File: config.mk
export PLATFORM = sky130hd
export DESIGN_NAME = led_sequencer
export DESIGN_NICKNAME = d
export VERILOG_FILES = /design/src/rtl/led_sequencer.sv
export SDC_FILE = /design/constraint.sdc
export NUM_CORES = 1
export LEC_CHECK = 0
export ABC_CLOCK_PERIOD_IN_PS = 2700
export CAP_MARGIN = 10
export CORE_ASPECT_RATIO = 1.1
export CORE_MARGIN = 3
export CORE_UTILIZATION = 55
export CTS_CLUSTER_DIAMETER = 100
export CTS_CLUSTER_SIZE = 40
export DETAILED_ROUTE_END_ITERATION = 16
export DONT_BUFFER_PORTS = 1
export GPL_ROUTABILITY_DRIVEN = 0
export PLACE_DENSITY = 0.69
export SETUP_SLACK_MARGIN = 0.3
export SLEW_MARGIN = 20
export SYNTH_ARGS = -nofsm -noshare
export SYNTH_HDL_FRONTEND = slang
export SYNTH_SLANG_ARGS = --single-unit
File: constraint.sdc
create_clock -name CLK -period 2.7 [get_ports CLK]
set_clock_uncertainty 0.2 [all_clocks]
set_input_delay 0.54 -clock CLK [delete_from_list [all_inputs] [get_ports CLK]]
set_output_delay 0.54 -clock CLK [all_outputs]
set_load 0.1 [all_outputs]
File: src/rtl/led_sequencer.sv
// Stepping LED pattern generator: a programmable period counter advances one of
// four patterns (rotate left/right, bounce, binary count) on each step.
module led_sequencer #(
  parameter int               N_LED   = 4,
  parameter int               DIV_W   = 32,
  parameter logic [DIV_W-1:0] DIV_RST = 24_999_999
) (
  input  logic             CLK,
  input  logic             RST,
  input  logic             EN,
  input  logic [1:0]       MODE,
  input  logic             DIV_LD,
  input  logic [DIV_W-1:0] DIV,
  output logic [N_LED-1:0] LED,
  output logic             TICK
);

  typedef enum logic [1:0] {
    MODE_ROL    = 2'b00,
    MODE_ROR    = 2'b01,
    MODE_BOUNCE = 2'b10,
    MODE_COUNT  = 2'b11
  } mode_e;

  localparam logic [N_LED-1:0] LED_INIT = {{(N_LED-1){1'b0}}, 1'b1};

  logic [DIV_W-1:0] cnt_q, cnt_d;
  logic [DIV_W-1:0] per_q, per_d;
  mode_e            mode_q, mode_d;
  logic             dir_q, dir_d;
  logic [N_LED-1:0] led_q, led_d;
  logic             tick_q, tick_d;

  logic [N_LED-1:0] led_rol, led_ror, led_shl, led_shr, led_inc;

  assign led_rol = {led_q[N_LED-2:0], led_q[N_LED-1]};
  assign led_ror = {led_q[0], led_q[N_LED-1:1]};
  assign led_shl = {led_q[N_LED-2:0], 1'b0};
  assign led_shr = {1'b0, led_q[N_LED-1:1]};
  assign led_inc = led_q + 1'b1;

  always_comb begin
    cnt_d  = cnt_q;
    per_d  = per_q;
    mode_d = mode_q;
    dir_d  = dir_q;
    led_d  = led_q;
    tick_d = 1'b0;

    if (DIV_LD) begin
      // A new period restarts the count and suppresses any step this cycle.
      per_d = DIV;
      cnt_d = '0;
    end else if (EN) begin
      // >= lets a shortened period take effect immediately.
      if (cnt_q >= per_q) begin
        cnt_d  = '0;
        tick_d = 1'b1;
        if (MODE != mode_q) begin
          mode_d = mode_e'(MODE);
          led_d  = LED_INIT;
          dir_d  = 1'b0;
        end else begin
          case (mode_q)
            MODE_ROL: led_d = led_rol;
            MODE_ROR: led_d = led_ror;
            MODE_BOUNCE: begin
              if (!dir_q) begin
                if (led_q[N_LED-1]) begin
                  led_d = led_shr;
                  dir_d = 1'b1;
                end else begin
                  led_d = led_shl;
                end
              end else begin
                if (led_q[0]) begin
                  led_d = led_shl;
                  dir_d = 1'b0;
                end else begin
                  led_d = led_shr;
                end
              end
            end
            MODE_COUNT: led_d = led_inc;
          endcase
        end
      end else begin
        cnt_d = cnt_q + 1'b1;
      end
    end
  end

  always_ff @(posedge CLK) begin
    if (RST) begin
      cnt_q  <= '0;
      per_q  <= DIV_RST;
      mode_q <= MODE_ROL;
      dir_q  <= 1'b0;
      led_q  <= LED_INIT;
      tick_q <= 1'b0;
    end else begin
      cnt_q  <= cnt_d;
      per_q  <= per_d;
      mode_q <= mode_d;
      dir_q  <= dir_d;
      led_q  <= led_d;
      tick_q <= tick_d;
    end
  end

  assign LED  = led_q;
  assign TICK = tick_q;

endmodule

==> out/qor.csv, run 1 <==
stage;metric;value;unit
clock_network;clk root buf;clkbuf_8;
die;Die X;90.2;um
clock_network;CTS tree;built;
global_route;busiest grt layer;met2;
sta;Slew headroom;0.614;
sta;RSZ-0062 raised after global routing;yes;
pwr;Pleak;1.87;nW
drt;Avg WL per Cell;15.8;um
drt;drt drc;0;
drt;vias post-DR;3373;
yosys;Mapped Cells;472;
clock_network;Skew-Pair Late Insertion Delay;0.35;ns
outcome;status;completed;
flow_run;max cap viols;0;
final_layout;Layout Area Growth over Synthesis;17.7;%
yosys;post-synthesis register bit count;72;
pwr;Worst VDD drop;392;uV
global_route;antenna violations before repair;0;
global_route;GR Util met3;0.0466;
yosys;Syn Nets;545;
yosys;Yosys Warn Count;0;
critical_path;required time of the critical path;2.76;ns
critical_path;critical path data arrival time;2.58;ns
global_route;met1 Use GR;0.279;
yosys;synthesized area;0.00429;mm^2
drt;initial DRC count;196;
critical_path;startpoint types;register;
sta;Final Slew Violations;0;
final_layout;NumNets Final;559;
yosys;register area share after synthesis;0.336;
min_path;worst hold path type;input port to register;
global_route;GRT Total Usage;0.205;
drt;DRT antenna net count;0;
clock_network;clock buffer depth;2;
clock_network;Num CTS Buffers;9;
die;Initial Util;0.570;
sta;Worst-Margin Slew;0.576;ns
sta;final setup fails;0;
place;# port buffers;0;
final_layout;Multi-input gate area;0.00285;mm^2
sta;fin crit share;0.933;
die;die area;0.00889;mm^2
critical_path;Critical Path End Type;register;
yosys;Netlist cell types;55;
final_layout;Antenna diodes;0;
global_route;vias in the first global route;3097;
pwr;total chip power;2.09;mW
die;# rows;33;
drt;Vias/cell;5.66;
final_layout;fill count;597;
die;io pins;43;
place;detailed placement HPWL;6040;um
sta;post-route setup TNS;0;ns
sta;minimum period implied by the final worst setup slack;2.52;ns
sta;Max Freq;0.397;GHz
clock_network;CTS H-tree depth;3;
pwr;total power density per cell area;415;mW/mm^2
drt;Routed WL;9400;um
die;core area;0.00751;mm^2
sta;Fin. Hold Viols;0;
final_layout;Sequential Area;0.00146;mm^2
global_route;GRT Residual Overflow;0;
die;Die Y-Extent;98.6;um
critical_path;critical path peak fanout;8;
critical_path;crit path kind;register to register;
global_route;largest net degree at the start of global routing;78;
global_route;first-pass GRT wire length;14800;um
global_route;M2 GR Usage;0.311;
clock_network;CTS sink cnt;72;
yosys;Syn Area/Cell;9.08;um^2
final_layout;layout cell share with drive strength beyond 1;0.246;
drt;TritonRoute pass-1 iters;4;
clock_network;Clock transition at path regs;0.08;ns
-- per-layer routing --
layer  routed length [um]  vias to the layer above
li1                     -                     1686
met1                 4360                     1617
met2                 4540                       55
met3                  339                       15
met4                  165                        0
met5                    0                        -
-- logic make-up (layout without fill, tap and decap cells) --
family	after synthesis	count (layout)	share of synthesized area
AOI/OAI and AO/OA	63	63	0.108
xor gates and xnor gates	33	33	0.0674
adders and majority gates	35	35	0.102
buffers and inverters	65	84	0.0747
DFF	72	72	0.336
muxes	23	23	0.0537
and+or+nand+nor	181	181	0.258
-- sequential cells by signal, summed over array words and instances (netlist names) --
name    count
LED         4
TICK        1
cnt_q      32
dir_q       1
mode_q      2
per_q      32
-- cells in the final DEF (no fill, tap or decap), types with 10 or more instances in the layout --
master    synthesis  layout
o211ai_1         19      19
nand4_1          14      14
ha_4              0      10
dfxtp_2           0      11
xnor2_1          23      23
nor4_2           24      13
inv_1            39      35
a21oi_1          14      12
nand2_1          59      59
xor2_1           10      10
dfxtp_1          72      61
nor4_4            2      16
nand3_1          10      10
mux2i_1          23      23
buf_4             0      21
nor2_1           32      30
ha_1             35      25
-- Yosys cell counts, drive strengths merged --
cell type	number	share of area
and2b	1	0.0020
a2111oi	2	0.0099
o41a	1	0.0050
xor2	10	0.020
nor3b	1	0.0018
nor2	33	0.031
and4	3	0.0067
or4	1	0.0018
o21ai	13	0.016
and3	2	0.0029
o211ai	19	0.033
o31ai	1	0.0018
nand4	15	0.023
o21a	3	0.0070
a21oi	14	0.016
nor4	33	0.090
or2	3	0.0044
nor3	7	0.0082
nand2	59	0.052
nand3b	3	0.0053
a221oi	1	0.0020
or3	1	0.0015
inv	39	0.034
a21o	1	0.0018
nor4b	1	0.0020
mux2i	23	0.054
clkinv	1	0.00088
ha	35	0.10
dfxtp	72	0.34
and2	2	0.0029
o31a	1	0.0020
a21boi	2	0.0035
buf	8	0.018
o221ai	1	0.0020
nand3	10	0.012
a32o	1	0.0023
a31oi	1	0.0015
nand2b	1	0.0032
nor2b	5	0.0073
xnor2	23	0.047
clkbuf	17	0.022
o22ai	1	0.0015
a2bb2oi	1	0.0020
-- report_power, final --
group	switching (mW)	internal, mW	leakage [nW]
logic	0.0752	0.0696	1.18
registers	0.0133	1.09	0.591
clock network	0.420	0.418	0.0985
total	0.509	1.58	1.87
-- area by class of cell --
class                   count  share of cell area
multi-input cells         335               0.566
clock inverters             7              0.0124
well taps                 105              0.0261
clock buffers               9              0.0246
inverters                  40              0.0298
repair buffers             28              0.0531
flip-flops and latches     72               0.289
-- through the flow --
step / std cells / hold slack [ns] / setup WS, ns / area (um^2) / util
final: 596 / 0.0438 / 0.180 / 5040 / 0.671
after global routing: 596 / 0.0377 / 0.116 / 5040 / 0.671
after CTS: 591 / 0.0306 / 0.215 / 4710 / 0.627
after detailed placement: 567 / 0.278 / 0.0728 / 4390 / 0.584
after global placement: 567 / 0.275 / 0.146 / 4390 / 0.584
after floorplan: 472 / 0.259 / 0.283 / 4300 / -
-- worst max-delay path, stage by stage, from the launching register on --
cell       delay, ns
dfxtp_2         0.34
inv_2           0.05
ha_4            0.20
nand2b_4        0.14
a2111oi_4       0.43
a2111oi_4       0.06
o41a_4          0.40
o21a_4          0.29
buf_12          0.17
nor4_4          0.13
-- path summary, 6_finish.rpt --
| path | startpoint | endpoint | slack, ns | depth (start not counted) |
|---|---|---|---|---|
| setup / recovery | cnt_q[0] | cnt_q[23] | 0.18 | 9 |
| setup reg to reg | cnt_q[0] | cnt_q[23] | 0.18 | 9 |
| hold / removal | RST | per_q[31] | 0.04 | 1 |
| hold reg to reg | per_q[1] | per_q[1] | 0.29 | 2 |
-- timing repair --
| item | CTS | global route |
|---|---|---|
| buffers inserted | 8 | 4 |
| setup endpoints to repair | 40 | 40 |
| hold buffers | 0 | 0 |
| pin swaps | 6 | 9 |
| resized for setup | 20 | 42 |
| gates cloned | 0 | 1 |
No activity file was read; power rests on OpenSTA's default activity.
==> run 2, diff against run 1 <==
--- a/config.mk
+++ b/config.mk
@@ -6,6 +6,7 @@
 export NUM_CORES = 1
 export LEC_CHECK = 0
 export ABC_CLOCK_PERIOD_IN_PS = 2700
+export BUFFER_PORTS_ARGS = -buffer_cell sky130_fd_sc_hd__buf_2
 export CAP_MARGIN = 10
 export CORE_ASPECT_RATIO = 1.1
 export CORE_MARGIN = 3
@@ -13,9 +14,8 @@
 export CTS_CLUSTER_DIAMETER = 100
 export CTS_CLUSTER_SIZE = 40
 export DETAILED_ROUTE_END_ITERATION = 16
-export DONT_BUFFER_PORTS = 1
 export GPL_ROUTABILITY_DRIVEN = 0
-export PLACE_DENSITY = 0.69
+export PLACE_DENSITY = 0.74
 export SETUP_SLACK_MARGIN = 0.3
 export SLEW_MARGIN = 20
 export SYNTH_ARGS = -nofsm -noshare
==> run 2 against run 1 <==
  * Worst hold slack improved by 0.15 ns
  * Fmax increased by 1.2%
  * Sequential cell count stayed put
  * Largest power group unchanged
  * Utilization is 3.2 points higher
  * Sequential power about the same
  * Wire length grew 5.9%
  * Highest routed layer unchanged
==> out/qor.csv, run 2 (synthesis gave the netlist of run 1 again) <==
stage;metric;value;unit
die;Die X;90.2;um
clock_network;clk root buf;clkbuf_8;
final_layout;fill count;584;
die;die area;0.00889;mm^2
drt;vias post-DR;3547;
sta;post-route setup TNS;0;ns
min_path;hold depth;3;
sta;Worst-Margin Slew;0.790;ns
final_layout;Sequential Area;0.00146;mm^2
drt;Avg WL per Cell;15.7;um
global_route;first-pass GRT wire length;16000;um
drt;initial DRC count;184;
die;Die Y-Extent;98.6;um
drt;top sig layer;met4;
die;# rows;33;
drt;drt drc;0;
sta;Final Slew Violations;0;
pwr;Worst VDD drop;331;uV
drt;DRT antenna net count;0;
drt;met1 wire length;4420;um
place;placed inst area;0.00458;mm^2
sta;final setup fails;0;
clock_network;CTS tree;built;
clock_network;clock buffer depth;2;
critical_path;end of the critical path;cnt_q[5];
die;core area;0.00751;mm^2
sta;fin crit share;0.922;
clock_network;Skew-Pair Late Insertion Delay;0.35;ns
critical_path;startpoint types;register;
sta;minimum period implied by the final worst setup slack;2.49;ns
min_path;worst hold path type;input port to register;
critical_path;Critical Path End Type;register;
final_layout;layout cell share with drive strength beyond 1;0.301;
critical_path;required time of the critical path;2.70;ns
critical_path;critical path data arrival time;2.49;ns
drt;met3 WL;323;um
place;detailed placement HPWL;6290;um
global_route;largest net degree at the start of global routing;64;
clock_network;CTS sink cnt;72;
final_layout;fin area;0.00528;mm^2
critical_path;critical path peak fanout;8;
die;Initial Util;0.570;
global_route;GRT Residual Overflow;0;
clock_network;Post-CTS Hold Buffers;0;
sta;RSZ-0062 raised after global routing;yes;
critical_path;R2R Setup Slk;0.21;ns
clock_network;CTS H-tree depth;3;
die;io pins;43;
pwr;total power density per cell area;451;mW/mm^2
final_layout;Antenna diodes;0;
drt;Vias/cell;5.60;
final_layout;Layout Area Growth over Synthesis;23.3;%
drt;met2 WL;4930;um
final_layout;commonest non-fill, non-tap cell in the layout;nand2_1;
flow_run;max cap viols;0;
global_route;GRT Total Usage;0.219;
global_route;vias in the first global route;3394;
sta;Max Freq;0.402;GHz
place;# port buffers;42;
clock_network;Clock transition at path regs;0.09;ns
critical_path;Worst R2R End;cnt_q[5];
final_layout;Multi-input gate area;0.00284;mm^2
pwr;Pleak;2.04;nW
final_layout;most frequent cells in the layout;nand2_1 (59), dfxtp_1 (58), buf_2 (41), inv_1 (34), nor2_1 (29);
sta;Fin. Hold Viols;0;
drt;TritonRoute pass-1 iters;4;
final_layout;Final Util;0.703;
final_layout;NumNets Final;596;
pwr;total chip power;2.38;mW
critical_path;crit path kind;register to register;
critical_path;Reg2Reg Depth;8;
sta;Slew headroom;0.473;
drt;Routed WL;9950;um
critical_path;r2r startpoint;per_q[31];
critical_path;beginning of the critical path;per_q[31];
global_route;antenna violations before repair;0;
clock_network;Num CTS Buffers;9;
outcome;status;completed;
## run 2: final cells by class
| class | count | share of cell area |
|---|---|---|
| Multi-Input combinational cell | 335 | 0.537 |
| Sequential cell | 72 | 0.277 |
| Timing Repair Buffer | 65 | 0.0865 |
| Inverter | 40 | 0.0284 |
| Tap cell | 105 | 0.0249 |
| Clock buffer | 9 | 0.0234 |
| Clock inverter | 7 | 0.0227 |
## run 2: worst min path at each step
stage | startpoint | to | slack [ns]
after floorplan | per_q[11] | per_q[11] | 0.26
after global placement | per_q[18] | per_q[18] | 0.27
after detailed placement | per_q[21] | per_q[21] | 0.28
after CTS | DIV[24] | per_q[24] | 0.20
after global routing | DIV[24] | per_q[24] | 0.21
final | DIV[24] | per_q[24] | 0.20
## run 2: where the power goes
part / switching [mW] / leakage [nW] / total [mW] / internal (mW)
clock network: 0.435 / 0.119 / 1.05 / 0.615
logic: 0.134 / 1.32 / 0.225 / 0.0915
registers: 0.0131 / 0.592 / 1.11 / 1.09
total: 0.581 / 2.04 / 2.38 / 1.80
## run 2: layer usage
metal,GRT usage,vias up
li1,-,1757
met5,0,-
met1,0.284,1703
met3,0.0420,25
met2,0.358,62
met4,0.0907,0
## run 2: through the flow
stage / std cells / worst slack, ns / hold WS, ns
global route: 633 / 0.145 / 0.211
finish: 633 / 0.211 / 0.197
global placement: 605 / 0.105 / 0.274
floorplan: 472 / 0.283 / 0.259
detailed placement: 605 / 0.0470 / 0.279
CTS: 631 / 0.243 / 0.202
## run 2: critical path, stage by stage, from the launching register on
cell and delay, ns:
dfxtp_1 0.34, inv_1 0.05, ha_1 0.31, nand4_1 0.25, nor4_1 0.47, o41a_4 0.25
o21a_4 0.24, buf_12 0.19, nor4_4 0.04
## run 2: what timing repair did
action,CTS,global route
endpoints found under the setup margin,40,38
gates resized for setup,35,32
buffers inserted,9,2
pin swaps,15,6
gates cloned,1,0
==> run 3, diff against run 2 <==
--- a/config.mk
+++ b/config.mk
@@ -10,12 +10,12 @@
 export CAP_MARGIN = 10
 export CORE_ASPECT_RATIO = 1.1
 export CORE_MARGIN = 3
-export CORE_UTILIZATION = 55
+export CORE_UTILIZATION = 25
 export CTS_CLUSTER_DIAMETER = 100
 export CTS_CLUSTER_SIZE = 40
 export DETAILED_ROUTE_END_ITERATION = 16
 export GPL_ROUTABILITY_DRIVEN = 0
-export PLACE_DENSITY = 0.74
+export PLACE_DENSITY = 0.39
 export SETUP_SLACK_MARGIN = 0.3
 export SLEW_MARGIN = 20
 export SYNTH_ARGS = -nofsm -noshare
==> constraint.sdc (replaced) <==
create_clock -name CLK -period 2.7 [get_ports CLK]
set_clock_uncertainty 0.2 [all_clocks]
set_input_delay 0.405 -clock CLK [delete_from_list [all_inputs] [get_ports CLK]]
set_output_delay 0.405 -clock CLK [all_outputs]
set_load 0.1 [all_outputs]
==> run 3 against run 2 <==
  * Global-route usage is 9.3 points lower
  * Worst hold slack worse by 0.12 ns
  * Clock power is 5% higher
  * Register-to-register slack hardly changed
  * Non-clock buffer count is 9 higher
  * Critical path type unchanged
  * Highest routed layer unchanged
==> out/qor.csv, run 3 (synthesis gave the netlist of run 1 again) <==
stage;metric;value;unit
sta;final setup fails;0;
min_path;worst hold path endpoint;per_q[3];
flow_run;max cap viols;0;
sta;Slew headroom;0.537;
pwr;total chip power;2.43;mW
die;die area;0.0187;mm^2
drt;Vias/cell;4.67;
critical_path;Most common cell on crit path;a2111oi_4;
final_layout;commonest non-fill, non-tap cell in the layout;dfxtp_1;
min_path;hold_sp;DIV[3];
place;placed inst area;0.00477;mm^2
critical_path;startpoint types;register;
critical_path;critical path cell sequence;inv_2, ha_4, nand2b_4, a2111oi_4, a2111oi_4, o41a_4, o21a_4, clkbuf_16, nor4_4;
drt;TritonRoute pass-1 iters;4;
outcome;status;completed;
drt;Avg WL per Cell;14.9;um
clock_network;clk root buf;clkbuf_16;
clock_network;CTS tree;built;
min_path;worst hold path type;input port to register;
final_layout;fin area;0.00533;mm^2
pwr;Logic pwr share;0.088;
clock_network;CTS sink cnt;72;
critical_path;Worst path slowest cell;o41a_4;
pwr;internal power;1.84;mW
final_layout;NumNets Final;607;
final_layout;Sequential Area;0.00145;mm^2
sta;Fin. Hold Viols;0;
final_layout;Non-Filler Instances;740;
place;detailed placement HPWL;7570;um
die;io pins;43;
die;core area;0.0166;mm^2
critical_path;CP top delay family;compound AO/OA/AOI/OAI gates;
pwr;Pleak;2.10;nW
global_route;antenna violations before repair;0;
sta;post-route setup TNS;0;ns
final_layout;layout cell share with drive strength beyond 1;0.291;
global_route;GRT Total Usage;0.125;
sta;minimum period implied by the final worst setup slack;2.50;ns
sta;Max Freq;0.400;GHz
global_route;largest net degree at the start of global routing;43;
critical_path;critical path's largest stage delay;0.43;ns
pwr;NetSw;0.589;mW
drt;vias post-DR;3454;
pwr;Net Sw Frac;0.243;
sta;Final Slew Violations;0;
final_layout;fill count;1743;
critical_path;critical path peak fanout;7;
drt;Routed WL;11000;um
place;# port buffers;42;
critical_path;crit path kind;register to register;
die;Die Y-Extent;143;um
critical_path;R2R Setup Slk;0.20;ns
clock_network;Num CTS Buffers;9;
die;# rows;49;
critical_path;critical path data arrival time;2.55;ns
final_layout;Antenna diodes;0;
critical_path;Reg2Reg Depth;9;
final_layout;Layout Area Growth over Synthesis;24.4;%
critical_path;Crit path depth;9;
die;Initial Util;0.259;
pwr;clock power share;0.454;
final_layout;most frequent cells in the layout;dfxtp_1 (63), nand2_1 (59), buf_2 (41), inv_1 (35), nor2_1 (31);
critical_path;Worst R2R End;cnt_q[29];
drt;DRT antenna net count;0;
drt;initial DRC count;118;
critical_path;required time of the critical path;2.75;ns
drt;drt drc;0;
pwr;total power density per cell area;455;mW/mm^2
clock_network;clock buffer depth;2;
sta;Worst-Margin Slew;0.694;ns
global_route;vias in the first global route;3413;
min_path;hold depth;3;
sta;fin crit share;0.926;
die;Die X;131;um
clock_network;Post-CTS Hold Buffers;0;
global_route;first-pass GRT wire length;18200;um
critical_path;Critical Path End Type;register;
sta;RSZ-0062 raised after global routing;yes;
pwr;sequential share of power;0.457;
final_layout;Multi-input gate area;0.00272;mm^2
pwr;Worst VDD drop;284;uV
clock_network;Skew-Pair Late Insertion Delay;0.34;ns
clock_network;CTS H-tree depth;3;
place;placed insts;715;
global_route;GRT Residual Overflow;0;
critical_path;r2r startpoint;cnt_q[0];
sta;final hold slack;0.0794;ns
critical_path;CP bufs+invs;2;
clock_network;Clock transition at path regs;0.06;ns
## run 3: how the worst max path moves through the flow
stage	startpoint	end
final	cnt_q[0]	cnt_q[29]
after global routing	per_q[5]	cnt_q[29]
after CTS	per_q[15]	cnt_q[11]
after detailed placement	per_q[15]	TICK
after global placement	per_q[15]	TICK
after floorplan	cnt_q[0]	cnt_q[14]
## run 3: power by group through the flow
stage	registers, mW	logic, mW	clock network (mW)
2_1_floorplan	1.13	0.142	0
5_1_grt	1.11	0.244	1.19
6_report	1.11	0.214	1.10
3_5_place_dp	1.13	0.203	0
4_1_cts	1.11	0.210	1.15
3_3_place_gp	1.13	0.201	0
## run 3: timing repair
| action | CTS | global route |
|---|---|---|
| resized for setup | 17 | 19 |
| buffers inserted | 4 | 5 |
| pin swaps | 9 | 9 |
| setup endpoints to repair | 40 | 40 |
| gates cloned | 2 | 1 |
## run 3: worst register-to-register path: stages, from the launching register on
cell and delay (ns):
dfxtp_2 0.35, inv_2 0.06, ha_4 0.20, nand2b_4 0.14, a2111oi_4 0.36, a2111oi_4 0.10
o41a_4 0.43, o21a_4 0.26, clkbuf_16 0.17, nor4_4 0.13
## run 3: per-stage QoR
stage | setup WS, ns | util
6_report | 0.201 | 0.322
5_1_grt | 0.129 | 0.322
4_1_cts | 0.220 | 0.313
3_5_place_dp | -0.151 | 0.288
3_3_place_gp | -0.0489 | 0.288
2_1_floorplan | 0.283 | -
## run 3: area by class of cell
type                    instances  share of cell area
clock buffers                  12              0.0481
clock inverters                 1            0.000939
flip-flops and latches         72               0.272
repair buffers                 74              0.0929
well taps                     204              0.0479
multi-input cells             337               0.510
inverters                      40              0.0282
## run 3: routing by layer
layer / up-vias / GRT usage / share of wire / routed length [um]
li1: 1794 / - / - / -
met1: 1589 / 0.176 / 0.50 / 5490
met2: 55 / 0.187 / 0.45 / 4920
met3: 16 / 0.0227 / 0.031 / 347
met4: 0 / 0.0568 / 0.024 / 264
met5: - / 0 / 0 / 0
